[src/rtl/baud_gen_frac_if.sv]
// Control/tick bundle for the fractional baud generator.
// The master drives enable and divisor writes; the slave returns the ticks and the pending flag.
interface baud_gen_frac_if #(
    parameter int DIV_W  = 16,
    parameter int FRAC_W = 4
);
    logic              en;
    logic              div_wr;
    logic [DIV_W-1:0]  div_data;
    logic [FRAC_W-1:0] frac_data;
    logic              os_tick;
    logic              bit_tick;
    logic              upd_pend;

    modport master (
        output en, div_wr, div_data, frac_data,
        input  os_tick, bit_tick, upd_pend
    );

    modport slave (
        input  en, div_wr, div_data, frac_data,
        output os_tick, bit_tick, upd_pend
    );
endinterface

[src/rtl/baud_gen_frac.sv]
// Fractional baud-tick generator: integer+fractional divisor, double-buffered divisor updates,
// oversample tick plus a bit tick every OS_RATE oversample ticks.
module baud_gen_frac #(
    parameter int DIV_W     = 16,
    parameter int FRAC_W    = 4,
    parameter int OS_RATE   = 16,
    parameter int RESET_DIV = 326
) (
    input  logic            clk,
    input  logic            rst_n,
    baud_gen_frac_if.slave  bus
);

    typedef enum logic [0:0] {
        ST_IDLE = 1'b0,
        ST_RUN  = 1'b1
    } state_t;

    localparam int              OSC_W   = (OS_RATE > 2) ? $clog2(OS_RATE) : 1;
    localparam logic [DIV_W-1:0] DIV_MAX = {DIV_W{1'b1}};
    localparam logic [DIV_W-1:0] DIV_ONE = {{(DIV_W-1){1'b0}}, 1'b1};
    localparam logic [DIV_W-1:0] RST_DIV = DIV_W'(RESET_DIV);
    localparam logic [OSC_W-1:0] OS_LAST = OSC_W'(OS_RATE - 1);

    state_t             r_state;
    logic [DIV_W-1:0]   r_shadow_div;
    logic [FRAC_W-1:0]  r_shadow_frac;
    logic [DIV_W-1:0]   r_act_div;
    logic [FRAC_W-1:0]  r_act_frac;
    logic [FRAC_W-1:0]  r_acc;
    logic [DIV_W-1:0]   r_cnt;
    logic [OSC_W-1:0]   r_os_cnt;
    logic               r_upd_pend;

    state_t             w_state_nxt;
    logic [DIV_W-1:0]   w_act_div_nxt;
    logic [FRAC_W-1:0]  w_act_frac_nxt;
    logic [FRAC_W-1:0]  w_acc_nxt;
    logic [DIV_W-1:0]   w_cnt_nxt;
    logic [OSC_W-1:0]   w_os_cnt_nxt;
    logic               w_upd_pend_nxt;

    logic               w_apply;
    logic [DIV_W-1:0]   w_eff_div;
    logic [FRAC_W-1:0]  w_eff_frac;
    logic [FRAC_W-1:0]  w_acc_base;
    logic [FRAC_W:0]    w_sum;
    logic [DIV_W-1:0]   w_period;
    logic               w_tick;

    // A zero divisor would mean a zero-length period; run it as one cycle instead.
    function automatic logic [DIV_W-1:0] clamp_div(input logic [DIV_W-1:0] d);
        return (d == {DIV_W{1'b0}}) ? DIV_ONE : d;
    endfunction

    // Divisor selection and next-period arithmetic (shadow wins when it is being applied).
    always_comb begin
        w_apply    = (r_state == ST_IDLE) ? 1'b1 : r_upd_pend;
        w_eff_div  = w_apply ? clamp_div(r_shadow_div) : r_act_div;
        w_eff_frac = w_apply ? r_shadow_frac : r_act_frac;
        w_acc_base = (r_state == ST_IDLE) ? {FRAC_W{1'b0}} : r_acc;
        w_sum      = {1'b0, w_acc_base} + {1'b0, w_eff_frac};
        if (w_eff_div == DIV_MAX) begin
            w_period = DIV_MAX;
        end else begin
            w_period = w_eff_div + {{(DIV_W-1){1'b0}}, w_sum[FRAC_W]};
        end
        w_tick = (r_state == ST_RUN) && bus.en && (r_cnt == {DIV_W{1'b0}});
    end

    // Next-state logic; every load also commits the divisor it used and clears the pending flag.
    always_comb begin
        w_state_nxt    = r_state;
        w_act_div_nxt  = r_act_div;
        w_act_frac_nxt = r_act_frac;
        w_acc_nxt      = r_acc;
        w_cnt_nxt      = r_cnt;
        w_os_cnt_nxt   = r_os_cnt;
        w_upd_pend_nxt = r_upd_pend;
        case (r_state)
            ST_IDLE: begin
                w_acc_nxt    = {FRAC_W{1'b0}};
                w_cnt_nxt    = {DIV_W{1'b0}};
                w_os_cnt_nxt = {OSC_W{1'b0}};
                if (bus.en) begin
                    w_state_nxt    = ST_RUN;
                    w_act_div_nxt  = w_eff_div;
                    w_act_frac_nxt = w_eff_frac;
                    w_upd_pend_nxt = 1'b0;
                    w_acc_nxt      = w_sum[FRAC_W-1:0];
                    w_cnt_nxt      = w_period - DIV_ONE;
                end else begin
                    w_state_nxt = ST_IDLE;
                end
            end
            ST_RUN: begin
                if (!bus.en) begin
                    w_state_nxt  = ST_IDLE;
                    w_acc_nxt    = {FRAC_W{1'b0}};
                    w_cnt_nxt    = {DIV_W{1'b0}};
                    w_os_cnt_nxt = {OSC_W{1'b0}};
                end else if (w_tick) begin
                    w_act_div_nxt  = w_eff_div;
                    w_act_frac_nxt = w_eff_frac;
                    w_upd_pend_nxt = 1'b0;
                    w_acc_nxt      = w_sum[FRAC_W-1:0];
                    w_cnt_nxt      = w_period - DIV_ONE;
                    w_os_cnt_nxt   = (r_os_cnt == OS_LAST) ? {OSC_W{1'b0}} : r_os_cnt + OSC_W'(1);
                end else begin
                    w_cnt_nxt = r_cnt - DIV_ONE;
                end
            end
            default: begin
                w_state_nxt  = ST_IDLE;
                w_acc_nxt    = {FRAC_W{1'b0}};
                w_cnt_nxt    = {DIV_W{1'b0}};
                w_os_cnt_nxt = {OSC_W{1'b0}};
            end
        endcase
        // A write in the same cycle as a load keeps the flag set for the following boundary.
        w_upd_pend_nxt = w_upd_pend_nxt | bus.div_wr;
    end

    // State register and shadow divisor capture.
    always_ff @(posedge clk or negedge rst_n) begin
        if (!rst_n) begin
            r_state       <= ST_IDLE;
            r_shadow_div  <= RST_DIV;
            r_shadow_frac <= {FRAC_W{1'b0}};
            r_act_div     <= RST_DIV;
            r_act_frac    <= {FRAC_W{1'b0}};
            r_acc         <= {FRAC_W{1'b0}};
            r_cnt         <= {DIV_W{1'b0}};
            r_os_cnt      <= {OSC_W{1'b0}};
            r_upd_pend    <= 1'b0;
        end else begin
            r_state    <= w_state_nxt;
            r_act_div  <= w_act_div_nxt;
            r_act_frac <= w_act_frac_nxt;
            r_acc      <= w_acc_nxt;
            r_cnt      <= w_cnt_nxt;
            r_os_cnt   <= w_os_cnt_nxt;
            r_upd_pend <= w_upd_pend_nxt;
            if (bus.div_wr) begin
                r_shadow_div  <= bus.div_data;
                r_shadow_frac <= bus.frac_data;
            end
        end
    end

    assign bus.os_tick  = w_tick;
    assign bus.bit_tick = w_tick && (r_os_cnt == OS_LAST);
    assign bus.upd_pend = r_upd_pend;

endmodule

[src/flat_wrapper.sv]
// flat-port wrapper written by rule: the top's interface ports become plain ports
module baud_gen_frac_flat 
#(
    parameter int DIV_W     = 16,
    parameter int FRAC_W    = 4,
    parameter int OS_RATE   = 16,
    parameter int RESET_DIV = 326
)
  (clk, rst_n, bus_en, bus_div_wr, bus_div_data, bus_frac_data, bus_os_tick, bus_bit_tick, bus_upd_pend);
  baud_gen_frac_if #(.DIV_W(DIV_W), .FRAC_W(FRAC_W)) bus_i ();
  input  logic clk;
  input  logic rst_n;
  input wire logic [$bits(bus_i.en)-1:0] bus_en;
  input wire logic [$bits(bus_i.div_wr)-1:0] bus_div_wr;
  input wire logic [$bits(bus_i.div_data)-1:0] bus_div_data;
  input wire logic [$bits(bus_i.frac_data)-1:0] bus_frac_data;
  output wire logic [$bits(bus_i.os_tick)-1:0] bus_os_tick;
  output wire logic [$bits(bus_i.bit_tick)-1:0] bus_bit_tick;
  output wire logic [$bits(bus_i.upd_pend)-1:0] bus_upd_pend;
  assign bus_i.en = bus_en;
  assign bus_i.div_wr = bus_div_wr;
  assign bus_i.div_data = bus_div_data;
  assign bus_i.frac_data = bus_frac_data;
  assign bus_os_tick = bus_i.os_tick;
  assign bus_bit_tick = bus_i.bit_tick;
  assign bus_upd_pend = bus_i.upd_pend;
  baud_gen_frac #(.DIV_W(DIV_W), .FRAC_W(FRAC_W), .OS_RATE(OS_RATE), .RESET_DIV(RESET_DIV)) u_core (.clk(clk), .rst_n(rst_n), .bus(bus_i));
endmodule
[config.mk]
export PLATFORM = sky130hd
export DESIGN_NAME = baud_gen_frac_flat
export DESIGN_NICKNAME = d
export VERILOG_FILES = /design/src/rtl/baud_gen_frac_if.sv /design/src/rtl/baud_gen_frac.sv /design/src/flat_wrapper.sv
export SDC_FILE = /design/constraint.sdc
export NUM_CORES = 1
export LEC_CHECK = 0
export ABC_AREA = 1
export CELL_PAD_IN_SITES_DETAIL_PLACEMENT = 1
export CELL_PAD_IN_SITES_GLOBAL_PLACEMENT = 1
export CORE_MARGIN = 3
export CORE_UTILIZATION = 36
export CTS_CLUSTER_SIZE = 8
export DETAILED_ROUTE_END_ITERATION = 6
export PLACE_DENSITY = 0.67
export SYNTH_ARGS = -nofsm -noshare
export SYNTH_HDL_FRONTEND = slang
export SYNTH_SLANG_ARGS = --single-unit
export TNS_END_PERCENT = 100
[constraint.sdc]
create_clock -name clk -period 4.6 [get_ports clk]
set_clock_uncertainty 0.05 [all_clocks]
set_input_delay 0.69 -clock clk [delete_from_list [all_inputs] [get_ports clk]]
set_output_delay 0.69 -clock clk [all_outputs]
set_load 0.01 [all_outputs]
[Yosys cells after proc, flatten, opt, wreduce, memory -nomap -nowiden]
Cells that the tools add are included.
Word-level totals
  register bits after elaboration: 66
  bits in latches: 0
  bits in writable memories: 0
  memory bits (read-only): 0
  input bits: 24
  output and inout bits: 3
  word-level logic and storage cells: 59
  memories kept: 0
Operators by class
  $add $sub $neg: 5
  $mul: 0
  divide/modulo/power cells: 0
  $lt $le $gt $ge: 0
  eq/ne operators: 6
  shift operators: 0
  multiplexer cells: 31
  bitwise operators: 2
  reduce and logical (&&, ||, !) cells: 6
Operators with widths (number)
  $mux W16: 9
  $pmux W16 S2: 2
  $mux W4: 11
  $logic_not A16 Y1: 2
  $sub A16 B1 Y16 const B: 2
  $pmux W4 S2: 3
  $add A16 B1 Y16: 1
  $eq A16 B16 Y1 const B: 1
  $ne A2 B2 Y1 const B: 3
  $add A4 B4 Y5: 1
  $mux W1: 5
  $add A4 B1 Y4 const B: 1
  $eq A4 B4 Y1 const B: 1
  $logic_and A1 B1 Y1: 3
  $ne A3 B3 Y1 const B: 1
  $reduce_and A3 Y1: 1
  $pmux W1 S2: 1
  $not A1 Y1: 1
  $or A1 B1 Y1: 1

[Longest topological paths before layout]
  depth after elaboration: 9
  depth in mapped cells: 28
  depth with buffers taken out: 26

[Least setup slack after synthesis]
No wires, ideal clock.
  path kind: reg-to-reg
  from: register u_core.r_upd_pend (netlist: u_core.bus.upd_pend)
  to: register u_core.r_cnt[6]
  setup time: 0.131 ns
  arrival: 3.344 ns
  data required time: 4.419 ns
  setup slack: 1.076 ns
  cell stages (with the launch flop): 24
  period minus slack after synthesis: 3.524 ns
  path through: dfrtp_1 -> inv_2 -> nand2_4 -> buf_6 -> buf_2 -> nand2_1 -> o21ai_0 -> ha_1 -> fa_1 -> nand2_1 -> inv_1 -> nor2_1 -> o21bai_1 -> ha_1 -> ha_1 -> nor2_1 -> ha_1 -> inv_1 -> nor2_1 -> nand4_1 -> nor2_1 -> a21oi_1 -> o21ai_1 -> o21ai_0
Between the ends
  longest elaborated chain between the ends: 9
  elaborated cells between the ends (all ways): 12
  those cells by class: add/sub (3); eq/ne (1); mux (8)
RTL lines
  from (decl): line baud_gen_frac.sv:33  | logic r_upd_pend;
  from (signal assigned): line baud_gen_frac.sv:143  | r_upd_pend <= w_upd_pend_nxt;
  $mux W1 (*): line baud_gen_frac.sv:58  | w_apply = (r_state == ST_IDLE) ? 1'b1 : r_upd_pend;
  $mux W4: line baud_gen_frac.sv:60  | w_eff_frac = w_apply ? r_shadow_frac : r_act_frac;
  $add A4 B4 Y5: line baud_gen_frac.sv:62  | w_sum = {1'b0, w_acc_base} + {1'b0, w_eff_frac};
  $add A16 B1 Y16: line baud_gen_frac.sv:66  | w_period = w_eff_div + {{(DIV_W-1){1'b0}}, w_sum[FRAC_W]};
  $mux W16 (*): line baud_gen_frac.sv:63  | if (w_eff_div == DIV_MAX) begin
  $sub A16 B1 Y16 (*): line baud_gen_frac.sv:91, baud_gen_frac.sv:107
  $mux W16: line baud_gen_frac.sv:102  | end else if (w_tick) begin
  $mux W16: line baud_gen_frac.sv:97  | if (!bus.en) begin
  $pmux W16 S2 (*): line baud_gen_frac.sv:80  | case (r_state)
  via u_core.w_cnt_nxt[6]: line baud_gen_frac.sv:39  | logic [DIV_W-1:0] w_cnt_nxt;
  to (signal assigned): line baud_gen_frac.sv:133  | r_cnt <= {DIV_W{1'b0}};
  to (signal assigned): line baud_gen_frac.sv:141  | r_cnt <= w_cnt_nxt;
  to (decl): line baud_gen_frac.sv:31  | logic [DIV_W-1:0] r_cnt;
The timed path passes the listed nets; every way through them passes the cells marked *.
A chain may end at the register's enable or synchronous reset.

[Final worst setup path]
  from: register u_core.r_upd_pend (netlist: u_core.bus.upd_pend)
  to: register u_core.r_cnt[8]
The elaborated chain is that of the path after synthesis.

==> summary.txt <==
Status
  – Outcome: complete, no violations

Power
  – Clock power share: 36.5%
  – Part of the power in registers: around a third
  – Internal power: 1.412 mW
  – Switch share: 33.70%
  – Comb pwr share: between 20% and 30%
  – P_leak: between 2 and 3 nW
  – VDD IR-drop max: approximately 0.00017 V
  – Net Switching: 0.7176 mW
  – Power per Cell Area: slightly below 400 mW/mm^2

Worst setup path
  – Critical Path Source Type: flop
  – Req. time, crit path: ~4800 ps
  – Worst-path maximum fanout: 20
  – Crit Path Class: flop to flop
  – Slowest stage cell, crit path: o21ai_0
  – Nature of the critical path endpoint: flop
  – Crit path DAT: between 4000 and 5000 ps
  – Crit-path max cell delay: 520 ps
  – CP cell instances: inv_2 > nand2_4 > o21ai_0 > fa_1 > nand2_1 > inv_1 > nor2_1 > o21bai_1 > ha_1 > ha_1 > nand3_4 > nor2_8 > xor2_2 > nand3_2 > nor3_1 > nand2_1 > nand3_1 > o21ai_1

Route
  – Met3 WL: 360 microns
  – WL final: 12950 microns
  – DR top layer: met4
  – Vias per cell: approximately 5.0
  – DRT antenna net count: 0
  – Met1 WL: 6385 microns
  – Post-route DRC: 0
  – Detailed Route Iter0 Violations: roughly 200
  – DR WL/cell: 15.23 microns
  – DRT Pass-1 Iters: 4
  – DR vias: between 4000 and 5000
  – Met2 WL post-DR: around 6000 microns

Yosys
  – Post-Syn Nets: slightly below 700
  – Number of flops mapped to enable cells by yosys: 0
  – Ys flop type: dfrtp_1
  – Distinct cells, synth: 43
  – YS warnings: 0
  – Post-synth top area cell: dfrtp_1
  – Gate Count Post-Synth: between 600 and 700
  – Post-Syn Area: 0.004639 sq mm
  – FF+latch count, synth: 66
  – Avg Inst Size Synth: between 7 and 8 sq um
  – Post-synthesis sequential area ratio: a little over a third
  – Ranking of synthesized cells by area: dfrtp_1 (31%), nand2_1 (16%), nand3_1 (6.5%)
  – Async S/R FF share, synth: 100.0%
  – Post-synth top area share: between 30% and 40%

Clocking
  – CTS tree: done
  – Worst-path clk slew: ~60 ps
  – Setup bufs post-CTS: 0
  – CTS root buffer: clkbuf_16
  – TritonCTS buffer count: 9
  – Sinks on Clock Net: 66
  – Number of gates resized after CTS: 0
  – CTS Hold Bufs: 0
  – CTS max path bufs: 2
  – Htree depth: 3
  – Worst skew pair latency: approximately 340 ps

Place
  – Dpl cell area: ~0.005 sq mm
  – Routability-driven placement congestion ratio: roughly 0.91
  – DPL Wire Length: just over 10000 microns
  – Placed cells: 834
  – IO Port Bufs: 26

GRT
  – First-pass GRT wire length: 22140 microns
  – Initial antenna violation count: 0
  – Pin count of the biggest net entering global routing: 36
  – Grt total ovfl: 0
  – Vias in the first global route: 4428
  – Total GRT Usage: 19.38%

Timing
  – Slew @ Worst Pin: 851.7 ps
  – Final Setup Violations: 0
  – Endpoints failing hold: 0
  – Slew Limit Fails: 0
  – Relative slew slack: ~43%
  – Final critical-path required period: about 4000 ps
  – RSZ-0062 raised after global routing: false
  – Fmax: 0.2487 GHz
  – Setup tns final: 0 ps
  – Period utilization: ~90%

Final layout
  – Layout area overhead: 15.51%
  – Multi-input gate area: approximately 0.0025 sq mm
  – Fin area: 0.005359 sq mm
  – Most common cell after layout, fill and taps aside: nand2_1
  – Ant diodes: 0
  – Most frequent cells in the layout: nand2_1 (192), inv_1 (74), nor2_1 (64)
  – Non-Filler Instances: between 800 and 900
  – Filler instances: 1601
  – Final net count: 711
  – Register area: around 0.0017 sq mm
  – Share of layout cells above drive strength 1: 12.32%

Floorplan
  – Die area: between 0.01 and 0.015 sq mm
  – Core Box Area: about 0.012 sq mm
  – Die H: 119.5 microns
  – Die W: about 120 microns
  – IO Count: 27
  – Placement Rows: 40
  – Initial Util: a little under two fifths

Run
  – MaxCap Viol Count: 0

Worst hold path
  – Hold WC Path Type: input port to asynchronous set/reset pin
[kinds of logic after synthesis]
kind of cell	synth area share [%]
adder cells (fa/ha/maj)	2.859
AO/OA/AOI/OAI	9.116
flip-flops	35.81
buffers and inverters	9.763
AND/OR/NAND/NOR	36.22
multiplexers	1.942
XOR/XNOR	4.288
[critical path: cells and delay by family, from the launching register on]
kind	cells	cell delay, ps
simple gates	9	1210
buf+inv	2	380
xor+xnor	1	260
flops	1	410
compound gates	3	760
fa+ha+maj	3	820
[metrics by stage]
| stage | hold WS, ps | total power [mW] | utilization, % | worst slack (ps) |
|---|---|---|---|---|
| after floorplan | 344.4 | 1.177 | - | 1076 |
| after global placement | 411.5 | 1.341 | 40.77 | 684.0 |
| after detailed placement | 425.0 | 1.359 | 40.77 | 616.2 |
| after CTS | 401.0 | 2.155 | 43.53 | 560.4 |
| after global routing | 441.2 | 2.277 | 43.53 | 204.9 |
| final | 372.7 | 2.130 | 43.53 | 578.9 |
[cell type report]
cell class / instances / share of cell area [%]
tap: 168 / 3.922
inverter: 86 / 6.024
clock inverter: 4 / 1.354
clock buffer: 12 / 4.973
sequential: 66 / 31.01
timing repair buffer: 32 / 5.604
multi-input combinational: 482 / 47.12
[final timing paths]
check                                          end  slack (ps)  depth (start not counted)           startpoint
max                                u_core.r_cnt[8]         580                         18  u_core.bus.upd_pend
min                        u_core.r_shadow_div[12]         370                          1                rst_n
max reg2reg                        u_core.r_cnt[8]         580                         18  u_core.bus.upd_pend
min reg2reg                        u_core.r_cnt[0]         430                          1      u_core.r_cnt[0]
max in group asynchronous      u_core.r_act_div[1]        3150                          2                rst_n
min in group clk                   u_core.r_cnt[0]         430                          1      u_core.r_cnt[0]
[cell usage after synthesis, drive strengths merged, types with 5 or more instances]
| cell | instances |
|---|---|
| nand2 | 202 |
| inv | 82 |
| nor2 | 75 |
| nand3 | 66 |
| dfrtp | 58 |
| o21ai | 54 |
| xor2 | 14 |
| buf | 12 |
| ha | 9 |
| dfstp | 8 |
| mux2 | 8 |
| clkbuf | 7 |
| nand4 | 7 |
| nor3 | 7 |
| xnor2 | 7 |
| o22ai | 6 |
| a21oi | 5 |
| nand3b | 5 |
[state kept, by name (all words and copies together) (netlist names), named ones only]
| register | cells |
|---|---|
| u_core.bus.upd_pend | 1 |
| u_core.r_acc | 4 |
| u_core.r_act_div | 15 |
| u_core.r_act_frac | 4 |
| u_core.r_cnt | 16 |
| u_core.r_os_cnt | 4 |
| u_core.r_shadow_div | 16 |
| u_core.r_shadow_frac | 4 |
| u_core.r_state | 1 |
[layer usage]
layer / vias up / track usage, %
li1: 2121 / -
met5: - / 0
met4: 0 / 6.514
met3: 12 / 3.110
met1: 2065 / 26.66
met2: 42 / 31.18
[power by group through the flow]
stage,registers (mW),logic [mW],clock network (mW)
floorplan,0.737,0.440,0
global placement,0.754,0.587,0
detailed placement,0.758,0.601,0
CTS,0.749,0.609,0.796
global route,0.762,0.690,0.825
finish,0.748,0.603,0.778
Note: power is estimated with default switching activity, not from simulation.
